### src/rtl/proj_cfg_pkg.sv
// Shared types and constants for the project configuration controller.
package proj_cfg_pkg;

    typedef enum logic [1:0] {
        IDLE    = 2'd0,
        QUIESCE = 2'd1,
        WAKE    = 2'd2
    } state_e;

    localparam int BUSY_BIT = 8;
    localparam int DROP_BIT = 9;
    localparam int ERR_BIT  = 10;
    localparam int LOCK_BIT = 16;

    localparam logic [31:0] CFG_ADDRESS_DEFAULT = 32'h300F_FFFC;

endpackage

### src/rtl/cfg_wb_regif.sv
// Wishbone register interface: address decode, single-cycle ack, status read-back,
// sticky lock/drop/err flags and qualification of select-change requests.
module cfg_wb_regif
    import proj_cfg_pkg::*;
#(
    parameter logic [31:0] CFG_ADDRESS   = CFG_ADDRESS_DEFAULT,
    parameter int          USER_PROJECTS = 4,
    parameter int          CFG_BITS      = $clog2(USER_PROJECTS)
) (
    input  logic                clk,
    input  logic                rst_n,
    input  logic                wbs_stb_i,
    input  logic                wbs_cyc_i,
    input  logic                wbs_we_i,
    input  logic [3:0]          wbs_sel_i,
    input  logic [31:0]         wbs_dat_i,
    input  logic [31:0]         wbs_adr_i,
    input  logic                busy,
    input  logic [CFG_BITS-1:0] cfg_sel,
    output logic                wbs_ack_o,
    output logic [31:0]         wbs_dat_o,
    output logic                cfg_hit,
    output logic                switch_req,
    output logic [CFG_BITS-1:0] switch_val
);

    localparam logic [7:0] NPROJ = 8'(USER_PROJECTS);

    logic        accept, wr, rd;
    logic        lock, drop, err;
    logic        set_drop, set_err;
    logic [7:0]  req_wide;
    logic [31:0] status;
    logic        unused_bits;

    assign cfg_hit    = (wbs_adr_i == CFG_ADDRESS) & wbs_cyc_i & wbs_stb_i;
    assign accept     = cfg_hit & ~wbs_ack_o;
    assign wr         = accept & wbs_we_i;
    assign rd         = accept & ~wbs_we_i;
    assign req_wide   = wbs_dat_i[7:0];
    assign switch_val = req_wide[CFG_BITS-1:0];
    assign unused_bits = ^{wbs_sel_i[3], wbs_sel_i[1], wbs_dat_i[31:17], wbs_dat_i[15:8]};

    // The whole byte below the busy bit is the select field, so wide values are out of range.
    always_comb begin
        set_drop   = 1'b0;
        set_err    = 1'b0;
        switch_req = 1'b0;
        if (wr && wbs_sel_i[0] && !lock) begin
            if (busy)
                set_drop = 1'b1;
            else if (req_wide >= NPROJ)
                set_err = 1'b1;
            else if (switch_val != cfg_sel)
                switch_req = 1'b1;
        end
    end

    always_comb begin
        status                 = '0;
        status[CFG_BITS-1:0]   = cfg_sel;
        status[BUSY_BIT]       = busy;
        status[DROP_BIT]       = drop;
        status[ERR_BIT]        = err;
        status[LOCK_BIT]       = lock;
    end

    always_ff @(posedge clk) begin
        if (!rst_n) begin
            wbs_ack_o <= 1'b0;
            wbs_dat_o <= '0;
            lock      <= 1'b0;
            drop      <= 1'b0;
            err       <= 1'b0;
        end else begin
            wbs_ack_o <= accept;
            wbs_dat_o <= accept ? status : '0;
            if (wr && wbs_sel_i[2] && wbs_dat_i[16])
                lock <= 1'b1;
            // A flag raised by this cycle's write takes precedence over read-to-clear.
            if (set_drop)
                drop <= 1'b1;
            else if (rd)
                drop <= 1'b0;
            if (set_err)
                err <= 1'b1;
            else if (rd)
                err <= 1'b0;
        end
    end

endmodule

### src/rtl/project_cfg_ctrl.sv
// Project selector: holds the active project index and sequences a gated,
// reset-held switchover before enabling the newly selected project.
module project_cfg_ctrl
    import proj_cfg_pkg::*;
#(
    parameter logic [31:0] CFG_ADDRESS   = CFG_ADDRESS_DEFAULT,
    parameter int          USER_PROJECTS = 4,
    parameter int          CFG_BITS      = $clog2(USER_PROJECTS),
    parameter int          RESET_SEL     = 0,
    parameter int          HOLD_CYCLES   = 4
) (
    input  logic                     wb_clk_i,
    input  logic                     wb_rst_ni,
    input  logic                     wbs_stb_i,
    input  logic                     wbs_cyc_i,
    input  logic                     wbs_we_i,
    input  logic [3:0]               wbs_sel_i,
    input  logic [31:0]              wbs_dat_i,
    input  logic [31:0]              wbs_adr_i,
    output logic                     wbs_ack_o,
    output logic [31:0]              wbs_dat_o,
    output logic                     cfg_hit,
    output logic [CFG_BITS-1:0]      cfg_sel,
    output logic [USER_PROJECTS-1:0] proj_clk_en,
    output logic [USER_PROJECTS-1:0] proj_rst_n,
    output logic                     busy
);

    localparam logic [CFG_BITS-1:0] RST_SEL = CFG_BITS'(RESET_SEL);
    localparam logic [7:0]          HOLD_LD = 8'(HOLD_CYCLES - 1);

    state_e                     state_q, state_d;
    logic [7:0]                 cnt_q;
    logic [CFG_BITS-1:0]        pend_q, sel_d;
    logic [USER_PROJECTS-1:0]   clk_en_d, rst_n_d;
    logic                       busy_d;
    logic                       switch_req;
    logic [CFG_BITS-1:0]        switch_val;

    function automatic logic [USER_PROJECTS-1:0] onehot(input logic [CFG_BITS-1:0] s);
        return {{(USER_PROJECTS-1){1'b0}}, 1'b1} << s;
    endfunction

    cfg_wb_regif #(
        .CFG_ADDRESS  (CFG_ADDRESS),
        .USER_PROJECTS(USER_PROJECTS),
        .CFG_BITS     (CFG_BITS)
    ) u_regif (
        .clk       (wb_clk_i),
        .rst_n     (wb_rst_ni),
        .wbs_stb_i (wbs_stb_i),
        .wbs_cyc_i (wbs_cyc_i),
        .wbs_we_i  (wbs_we_i),
        .wbs_sel_i (wbs_sel_i),
        .wbs_dat_i (wbs_dat_i),
        .wbs_adr_i (wbs_adr_i),
        .busy      (busy),
        .cfg_sel   (cfg_sel),
        .wbs_ack_o (wbs_ack_o),
        .wbs_dat_o (wbs_dat_o),
        .cfg_hit   (cfg_hit),
        .switch_req(switch_req),
        .switch_val(switch_val)
    );

    // Outputs are registered from the next state so they only ever move on a clock edge.
    always_ff @(posedge wb_clk_i) begin
        if (!wb_rst_ni) begin
            state_q     <= WAKE;
            cfg_sel     <= RST_SEL;
            pend_q      <= RST_SEL;
            cnt_q       <= '0;
            proj_clk_en <= onehot(RST_SEL);
            proj_rst_n  <= '0;
            busy        <= 1'b0;
        end else begin
            state_q     <= state_d;
            cfg_sel     <= sel_d;
            proj_clk_en <= clk_en_d;
            proj_rst_n  <= rst_n_d;
            busy        <= busy_d;
            if (switch_req) begin
                pend_q <= switch_val;
                cnt_q  <= HOLD_LD;
            end else if (state_q == QUIESCE && cnt_q != 8'd0) begin
                cnt_q <= cnt_q - 8'd1;
            end
        end
    end

    // A request can only arrive when not busy, i.e. in IDLE or the post-reset WAKE cycle.
    always_comb begin
        state_d = state_q;
        sel_d   = cfg_sel;
        unique case (state_q)
            IDLE: begin
                if (switch_req)
                    state_d = QUIESCE;
            end
            QUIESCE: begin
                if (cnt_q == 8'd0) begin
                    state_d = WAKE;
                    sel_d   = pend_q;
                end
            end
            WAKE: begin
                state_d = switch_req ? QUIESCE : IDLE;
            end
            default: state_d = IDLE;
        endcase
    end

    always_comb begin
        busy_d   = (state_d != IDLE);
        clk_en_d = (state_d == QUIESCE) ? '0 : onehot(sel_d);
        rst_n_d  = (state_d == IDLE) ? onehot(sel_d) : '0;
    end

endmodule

### config.mk
export PLATFORM = sky130hd
export DESIGN_NAME = project_cfg_ctrl
export DESIGN_NICKNAME = d
export VERILOG_FILES = /design/src/rtl/proj_cfg_pkg.sv /design/src/rtl/cfg_wb_regif.sv /design/src/rtl/project_cfg_ctrl.sv
export SDC_FILE = /design/constraint.sdc
export NUM_CORES = 1
export LEC_CHECK = 0
export ABC_AREA = 1
export CELL_PAD_IN_SITES_DETAIL_PLACEMENT = 1
export CELL_PAD_IN_SITES_GLOBAL_PLACEMENT = 1
export CORE_UTILIZATION = 23
export CTS_CLUSTER_SIZE = 25
export DETAILED_ROUTE_END_ITERATION = 10
export PLACE_DENSITY = 0.85
export RECOVER_POWER = 25
export REMOVE_ABC_BUFFERS = 1
export SETUP_SLACK_MARGIN = 0.4
export SYNTH_ARGS = -nofsm -noshare
export SYNTH_HDL_FRONTEND = slang
export SYNTH_SLANG_ARGS = --single-unit
### constraint.sdc
create_clock -name wb_clk_i -period 2 [get_ports wb_clk_i]
set_input_delay 0.5 -clock wb_clk_i [delete_from_list [all_inputs] [get_ports wb_clk_i]]
set_output_delay 0.5 -clock wb_clk_i [all_outputs]
set_load 0.02 [all_outputs]
==> Word level (Yosys, flattened, before mapping) <==
Index checks and enable logic that the tools add are counted.
{ "word_totals": {"regBits": 59, "input_bits": 73, "output_inout_bits": 45} }
{ "classes": {"addsub": 1, "order_cmp": 1, "eq_ne": 5, "shift": 1, "muxes": 21, "n_bitwise": 8, "n_reduce_logical": 18} }
{ "op_table": {"columns": ["cell", "n"], "rows": [
  ["equality test 32 x 30 -> 1 bit (second input constant)", 1],
  ["two-way mux 1 bit", 14],
  ["two-way mux 2 bit", 6],
  [">= comparator 8 x 3 -> 1 bit (second input constant)", 1],
  ["logical NOT 8 bit", 1],
  ["nonzero test 2 bit", 4],
  ["nonzero test 8 bit", 1],
  ["subtractor 8 x 1 -> 8 bit (second input constant)", 1],
  ["one-hot mux 2 bit (3 select lines)", 1],
  ["AND 1 bit", 5],
  ["logical AND 1 bit", 5],
  ["equality test 2 x 1 -> 1 bit (second input constant)", 2],
  ["logical NOT 2 bit", 2],
  ["AND reduction 2 bit", 2],
  ["OR reduction 2 bit", 2],
  ["<< shifter 1 x 2 -> 4 bit (first input constant)", 1],
  ["NOT 1 bit", 3],
  ["equality test 2 bit (second input constant)", 1],
  ["inequality test 2 bit", 1],
  ["logical NOT 1 bit", 1]
]} }

==> Logic depth before layout (Yosys ltp) <==
Gate-level depths: netlist of the first run.
{ "depth": {"word_depth": 12, "depth_mapped": 11, "depth_no_buf": 11} }

==> Cells and area by module <==
A second synthesis of the first run with hierarchy kept.
{ "unflattened": {"hier_cells": 277, "area_unflattened_um2": 1899.3} }
{ "modules_own_cells": {"columns": ["module", "n_inst", "cells_per_inst", "area_each_um2"], "rows": [
  ["project_cfg_ctrl", 1, 142, 1012.2],
  ["cfg_wb_regif", 1, 135, 887.1]
]} }

==> Worst setup path before layout of the first run <==
OpenSTA, ideal clock, no wires.
{ "synth_timing": {"path_kind": "input -> output", "startpoint": "input port wbs_adr_i[3]", "endpoint": "output port cfg_hit", "arrival_ns": 1.137, "setup_slack_ns": 0.363, "path_stages": 5, "path_buffers": 0, "path_cell_list": "nand2_1 > nor2_1 > nand2_1 > nand3b_1 > nor2_1"} }
{ "synth_between": {"elab_chain_cells": 3} }
{ "synth_rtl": {"columns": ["item", "line_no", "text"], "rows": [
  ["start: declaration", "project_cfg_ctrl.sv:19", "input logic [31:0] wbs_adr_i,"],
  ["equality test 32 x 30 -> 1 bit", "cfg_wb_regif.sv:36", "assign cfg_hit = (wbs_adr_i == CFG_ADDRESS) & wbs_cyc_i & wbs_stb_i;"],
  ["AND 1 bit (2 in series)", "cfg_wb_regif.sv:36", null],
  ["end: declaration", "project_cfg_ctrl.sv:22", "output logic cfg_hit,"]
]} }
Every way passes these cells.

==> Worst setup path in the final report of the first run <==
Same ends and word-level chain as after synthesis.

==> results of run 1 <==
stage by stage:
step                      utilization  hold WS, ns  TNS (ns)  power, µW  setup WS, ns
after floorplan                     -        0.405         0        746         0.363
after global placement          0.343        0.416     -6.35        860        -0.602
after detailed placement        0.343        0.419     -8.43        866        -0.622
after CTS                       0.377        0.429         0       1350         0.145
after global routing            0.407        0.463         0       1430         0.145
final                           0.407        0.429         0       1370         0.215
what timing repair did:
| item | CTS | global route |
|---|---|---|
| gates resized for setup | 142 | 101 |
| pin swaps | 42 | 38 |
| setup buffers | 12 | 9 |
| setup endpoints to repair | 48 | 32 |
per-layer routing:
metal | global-route usage | share of wire
met1 | 0.147 | 0.36
met2 | 0.293 | 0.58
met4 | 0.0469 | 0.024
met5 | 0 | 0
met3 | 0.0336 | 0.037
flip-flops by register name (all words and copies together), names as in the netlist:
register / cells
u_regif.err: 1
u_regif.wbs_ack_o: 1
cfg_sel: 2
proj_rst_n: 4
u_regif.drop: 1
u_regif.lock: 1
u_regif.wbs_dat_o: 6
state_q: 2
cnt_q: 8
proj_clk_en: 4
pend_q: 2
busy: 1
report_power, final:
part	internal (µW)	switching (µW)
Sequential	659	0.654
Clock	273	236
Combinational	86.0	113
Total	1020	349
worst max-delay path, cell delays in order:
cell	delay, ns
sky130_fd_sc_hd__buf_6	0.07
sky130_fd_sc_hd__nand2_2	0.04
sky130_fd_sc_hd__nor2_2	0.11
sky130_fd_sc_hd__nand2_2	0.07
sky130_fd_sc_hd__nand3b_1	0.16
sky130_fd_sc_hd__nor2_1	0.18
sky130_fd_sc_hd__buf_6	0.15
path summary, 6_finish.rpt:
check | slack, ns | depth (start not counted) | to | startpoint
max reg2reg | 0.34 | 11 | proj_clk_en[0]$_SDFF_PN1_ | cnt_q[1]$_SDFFE_PN0P_
min | 0.43 | 2 | u_regif.wbs_dat_o[10]$_SDFF_PN0_ | u_regif.err$_SDFFE_PN0P_
max | 0.21 | 7 | cfg_hit | wbs_adr_i[3]
min reg2reg | 0.43 | 2 | u_regif.wbs_dat_o[10]$_SDFF_PN0_ | u_regif.err$_SDFFE_PN0P_
cells in the mapped netlist (all sizes together):
| master | count |
|---|---|
| clkbuf | 1 |
| or2 | 2 |
| xor2 | 4 |
| a22oi | 1 |
| buf | 26 |
| nand4 | 12 |
| nand3b | 3 |
| conb | 1 |
| nand2 | 35 |
| nor3 | 5 |
| o21ai | 6 |
| dfxtp | 33 |
| xnor2 | 1 |
| nor2 | 51 |
| a31oi | 1 |
| ha | 2 |
| clkinv | 1 |
| nand3 | 9 |
| a21oi | 10 |
| inv | 31 |
final cells by class:
cell class / instances / area share
multi-input cells: 168 / 0.383
repair buffers: 98 / 0.278
well taps: 99 / 0.0421
inverters: 32 / 0.0417
flip-flops and latches: 33 / 0.226
clock buffers: 7 / 0.0294
cells by family (layout without fill, tap and decap cells):
| logic type | count (synthesis) | after routing | synth area share |
|---|---|---|---|
| DFF | 33 | 33 | 0.386 |
| AOI/OAI and AO/OA | 18 | 18 | 0.0570 |
| buffers and inverters | 59 | 137 | 0.186 |
| and+or+nand+nor | 117 | 117 | 0.328 |
| adders and majority gates | 2 | 2 | 0.0146 |
| other | 1 | 26 | 0.00219 |
| xor gates and xnor gates | 5 | 5 | 0.0256 |
==> results.py, run 1 <==
metrics = {
    "synthesis": {
        "post_synth_inst_count": 235,
        "synth_sequential_area_ratio": 0.386,
        "synth.avg_cell_area_um2": 7.28,
        "yosys_warnings": 0,
        "yosys_register_bits": 33,
        "post_synth_main_area_contributors": "sky130_fd_sc_hd__dfxtp_1, sky130_fd_sc_hd__buf_4, sky130_fd_sc_hd__nor2_1",
        "post_synth_num_cell_types": 29,
        "yosysTopAreaCellShare": 0.386,
        "synth_area_um2": 1710,
        "synthDominantAreaCellType": "sky130_fd_sc_hd__dfxtp_1",
    },
    "final_layout": {
        "area.growth.synth_to_final_pct": 71.7,
        "share_of_post_route_cells_with_drive_strength_above_1": 0.459,
        "diodes": 0,
        "final_cells": 437,
        "filler_cell_count": 890,
        "final-seq-area_um2": 663,
        "final_cell_mix": "sky130_fd_sc_hd__dfxtp_1, sky130_fd_sc_hd__nor2_1, sky130_fd_sc_hd__conb_1, sky130_fd_sc_hd__buf_6, sky130_fd_sc_hd__buf_4",
        "finalInstanceArea_um2": 2940,
        "multi_input_area_um2": 1120,
        "finish.net_count": 413,
        "layout_commonest_cell": "sky130_fd_sc_hd__dfxtp_1",
    },
    "placed_design": {
        "dpl.cell_count": 409,
        "finalWeightedCongestion": 0.825,
        "placedInstanceArea_um2": 2470,
        "port-buffer-count": 66,
        "dp_hpwl_mm": 4.00,
    },
    "die": {
        "die_ar_um2": 7790,
        "fp-row-count": 31,
        "placeableCoreArea_um2": 7210,
        "dieHeight_um": 88.3,
        "die-width_um": 88.3,
        "floorplan.initialDensity": 0.237,
        "design.portCount": 118,
    },
    "critical_path": {
        "setup.worst_path.class": "in -> out",
        "arrival_ns": 1.29,
        "cp-start-kind": "input port",
        "critPathRequiredTime_ns": 1.50,
        "worstSetupEndpointType": "output pin",
        "crit_path_max_fanout": 2,
    },
    "sta": {
        "finalSetupViolations": 0,
        "hold_violations": 0,
        "min_period_ns": 1.79,
        "final.setup_skew_ns": 0.00449,
        "final.period_utilization": 0.893,
        "upper_clock_frequency_limit_ghz": 0.560,
        "rsz0062_at_grt": "true",
        "final-max-slew-violation-count": 0,
    },
    "global_route": {
        "pin_count_of_the_biggest_net_entering_global_routing": 10,
        "grt_pass1_wl_mm": 8.69,
        "first_global_vias": 1898,
        "number_of_antenna_violations_at_the_first_check_in_global_routing": 0,
        "groute.usage.overall": 0.146,
        "grt-ovfl-total": 0,
    },
    "clock_network": {
        "cts_max_path_buffers": 2,
        "cts_sinks": 33,
        "worst_skew_pair.late_latency_ns": 0.29,
        "clock_tree.htree_level_count": 2,
        "cts_tree": "done",
        "cts.hold.buffers_added": 0,
        "clk_pin_slew_worst_paths_ns": 0.06,
        "cts_buffers": 5,
        "cts-root-buf": "sky130_fd_sc_hd__clkbuf_8",
    },
    "drt": {
        "routedWlPerCell_um": 13.3,
        "vias": 1832,
        "route.final.wire_length_mm": 5.83,
        "drt_first_iter_violations": 49,
        "remaining_drc_errors": 0,
        "drtPass1Iterations": 6,
        "drt.antenna.violating_nets": 0,
        "route.detailed.vias_per_inst": 4.19,
    },
    "power": {
        "power.density_cell_area_nw_per_um2": 465,
        "total_leakage_power_uw": 0.00130,
        "ir_drop_v": 0.000208,
    },
    "min_path": {
        "min-delay-path-class": "reg -> reg",
    },
    "status": {
        "status": "finished, final reports clean",
    },
    "job": {
        "max_capacitance_violation_count": 0,
    },
}
Note: power is estimated with default switching activity, not from simulation.
==> run 2: changes to the inputs <==
==> constraint.sdc (replaced) <==
create_clock -name wb_clk_i -period 2 [get_ports wb_clk_i]
set_input_delay 0.5 -clock wb_clk_i [delete_from_list [all_inputs] [get_ports wb_clk_i]]
set_output_delay 0.5 -clock wb_clk_i [all_outputs]
set_load 0.01 [all_outputs]
==> run 2 against run 1 <==
- worst hold slack better by 0.0077 ns
- first-iteration DRC count rose by 33%
- sequential share of layout area grew 0.32 points
- core utilization down 0.42 points
- sequential power about the same
- setup slack improved by 0.014 ns
- clock skew increased by 0.0064 ns
- critical endpoint is now cnt_q[0]$_SDFFE_PN0P_
- largest cell class unchanged
==> results.py, run 2 (synthesized netlist as in run 1, its figures left out) <==
metrics = {
    "clock_network": {
        "cts_sinks": 33,
        "cts_buffers": 5,
        "cts.hold.buffers_added": 0,
        "worst_skew_pair.late_latency_ns": 0.30,
        "cts_max_path_buffers": 2,
        "clock_tree.htree_level_count": 2,
        "cts_tree": "done",
        "clk_pin_slew_worst_paths_ns": 0.07,
        "cts-root-buf": "sky130_fd_sc_hd__clkbuf_8",
    },
    "final_layout": {
        "share_of_post_route_cells_with_drive_strength_above_1": 0.438,
        "area.growth.synth_to_final_pct": 70.0,
        "filler_cell_count": 909,
        "top_regs": "cnt_q: 8 flops, u_regif.wbs_dat_o: 6 flops",
        "finish.net_count": 414,
        "max_ffs_per_register": 8,
        "diodes": 0,
        "layout_commonest_cell": "sky130_fd_sc_hd__nor2_1",
        "final-seq-area_um2": 666,
        "top_register": "cnt_q",
        "final_cell_mix": "sky130_fd_sc_hd__nor2_1, sky130_fd_sc_hd__dfxtp_1, sky130_fd_sc_hd__buf_2, sky130_fd_sc_hd__conb_1",
        "multi_input_area_um2": 1110,
        "finalCoreUtilization": 0.403,
    },
    "job": {
        "max_capacitance_violation_count": 0,
    },
    "die": {
        "die_ar_um2": 7790,
        "dieHeight_um": 88.3,
        "fp-row-count": 31,
        "die-width_um": 88.3,
        "placeableCoreArea_um2": 7210,
        "floorplan.initialDensity": 0.237,
        "design.portCount": 118,
    },
    "power": {
        "ir_drop_v": 0.000205,
        "power.share.clock": 0.382,
        "p_sw_frac": 0.266,
        "p_comb_frac": 0.120,
        "total_leakage_power_uw": 0.00132,
        "cell_internal_pwr_uw": 974,
        "power.density_cell_area_nw_per_um2": 456,
        "seq_power_share": 0.497,
        "p_sw_uw": 354,
        "overall_power_after_layout_uw": 1330,
    },
    "sta": {
        "final.setup_skew_ns": 0.0109,
        "final-max-slew-violation-count": 0,
        "final.period_utilization": 0.886,
        "min_period_ns": 1.77,
        "finalSetupViolations": 0,
        "rsz0062_at_grt": "true",
        "upper_clock_frequency_limit_ghz": 0.565,
        "hold_violations": 0,
        "fin_ws_ns": 0.229,
    },
    "min_path": {
        "hp-start": "u_regif.drop$_SDFFE_PN0P_",
        "whs_endpoint": "u_regif.wbs_dat_o[9]$_SDFF_PN0_",
        "min-delay-path-class": "reg -> reg",
        "hold-path-cell-count": 2,
    },
    "global_route": {
        "grt_pass1_wl_mm": 8.92,
        "groute.usage.overall": 0.151,
        "first_global_vias": 1871,
        "number_of_antenna_violations_at_the_first_check_in_global_routing": 0,
        "pin_count_of_the_biggest_net_entering_global_routing": 11,
        "grt-ovfl-total": 0,
    },
    "critical_path": {
        "reg2reg_to": "cnt_q[0]$_SDFFE_PN0P_",
        "setup.worst_path.class": "reg -> reg",
        "crit_path_frequent_cell": "sky130_fd_sc_hd__buf_6",
        "worstReg2RegStart": "cnt_q[1]$_SDFFE_PN0P_",
        "critPathRequiredTime_ns": 2.21,
        "critPathMaxStageDelay_ns": 0.33,
        "rrSetupSlack_ns": 0.23,
        "rr_worst_depth": 11,
        "cp_slowest_cell": "sky130_fd_sc_hd__dfxtp_2",
        "critical_path_cell_by_cell": "inv_2 > ha_4 > nand4_1 > nor3_4 > buf_6 > buf_6 > nor2_4 > buf_4 > buf_6 > xor2_2 > a21oi_2",
        "worstSetupEndpointType": "flop",
        "arrival_ns": 1.98,
        "crit_path_max_fanout": 4,
        "cp-start-kind": "flop",
    },
    "drt": {
        "vias": 1850,
        "remaining_drc_errors": 0,
        "routedWlPerCell_um": 14.0,
        "route.detailed.vias_per_inst": 4.21,
        "drt.antenna.violating_nets": 0,
        "drt_first_iter_violations": 65,
        "route.final.wire_length_mm": 6.13,
        "drtPass1Iterations": 6,
    },
    "placed_design": {
        "dpl_worst_slack_ns": -0.559,
        "dp_hpwl_mm": 3.98,
        "port-buffer-count": 66,
        "finalWeightedCongestion": 0.784,
    },
    "status": {
        "status": "finished, final reports clean",
    },
}
## run 2: worst max-delay path, delay by kind of cell, from the launching register on
family	cells	cell delay (ns)
AOI/OAI and AO/OA	1	0.15
adders and majority gates	1	0.12
xor gates and xnor gates	1	0.13
and+or+nand+nor	3	0.38
DFF	1	0.33
buffers and inverters	5	0.58
## run 2: cell type report
class / instances / share of cell area
Clock buffer: 6 / 0.0249
Clock inverter: 2 / 0.00344
Inverter: 32 / 0.0447
Multi-Input combinational cell: 168 / 0.381
Sequential cell: 33 / 0.229
Tap cell: 99 / 0.0426
Timing Repair Buffer: 99 / 0.275
## run 2: timing repair
| action | CTS | global route |
|---|---|---|
| setup endpoints to repair | 48 | 32 |
| pin swaps | 46 | 45 |
| gates resized for setup | 199 | 59 |
| setup buffers | 12 | 10 |
| endpoints found under the hold margin | 0 | 0 |
## run 2: power by group through the flow
stage | sequential [µW] | clock, µW | combinational [µW]
after floorplan | 675 | 0 | 48.8
after detailed placement | 675 | 0 | 168
after global placement | 675 | 0 | 164
after global routing | 660 | 531 | 177
final | 660 | 508 | 160
after CTS | 660 | 498 | 151
## run 2: per-layer routing
layer	vias up	share of wire	global-route usage
li1	889	-	-
met1	883	0.36	0.149
met2	57	0.56	0.310
met3	21	0.037	0.0280
met4	0	0.043	0.0528
met5	-	0	0
## run 2: how the worst max path moves through the flow
stage,from,to,slack (ns),cells past startpoint
finish,cnt_q[1]$_SDFFE_PN0P_,cnt_q[0]$_SDFFE_PN0P_,0.23,11
detailed placement,wbs_adr_i[16],cfg_hit,-0.56,6
CTS,wbs_adr_i[8],cfg_hit,0.21,6
global placement,wbs_adr_i[29],cfg_hit,-0.53,6
global route,cnt_q[0]$_SDFFE_PN0P_,cnt_q[0]$_SDFFE_PN0P_,0.16,11
floorplan,wbs_adr_i[30],cnt_q[3]$_SDFFE_PP0P_,0.45,10
## run 2: stage by stage
| stage | instances | setup TNS [ns] | hold WS (ns) | area (µm²) |
|---|---|---|---|---|
| final | 439 | 0 | 0.437 | 2910 |
| after global routing | 439 | 0 | 0.463 | 2910 |
| after CTS | 429 | 0 | 0.435 | 2670 |
| after detailed placement | 409 | -7.56 | 0.418 | 2470 |
| after global placement | 409 | -6.32 | 0.416 | 2470 |
| after floorplan | 233 | 0 | 0.405 | 1610 |
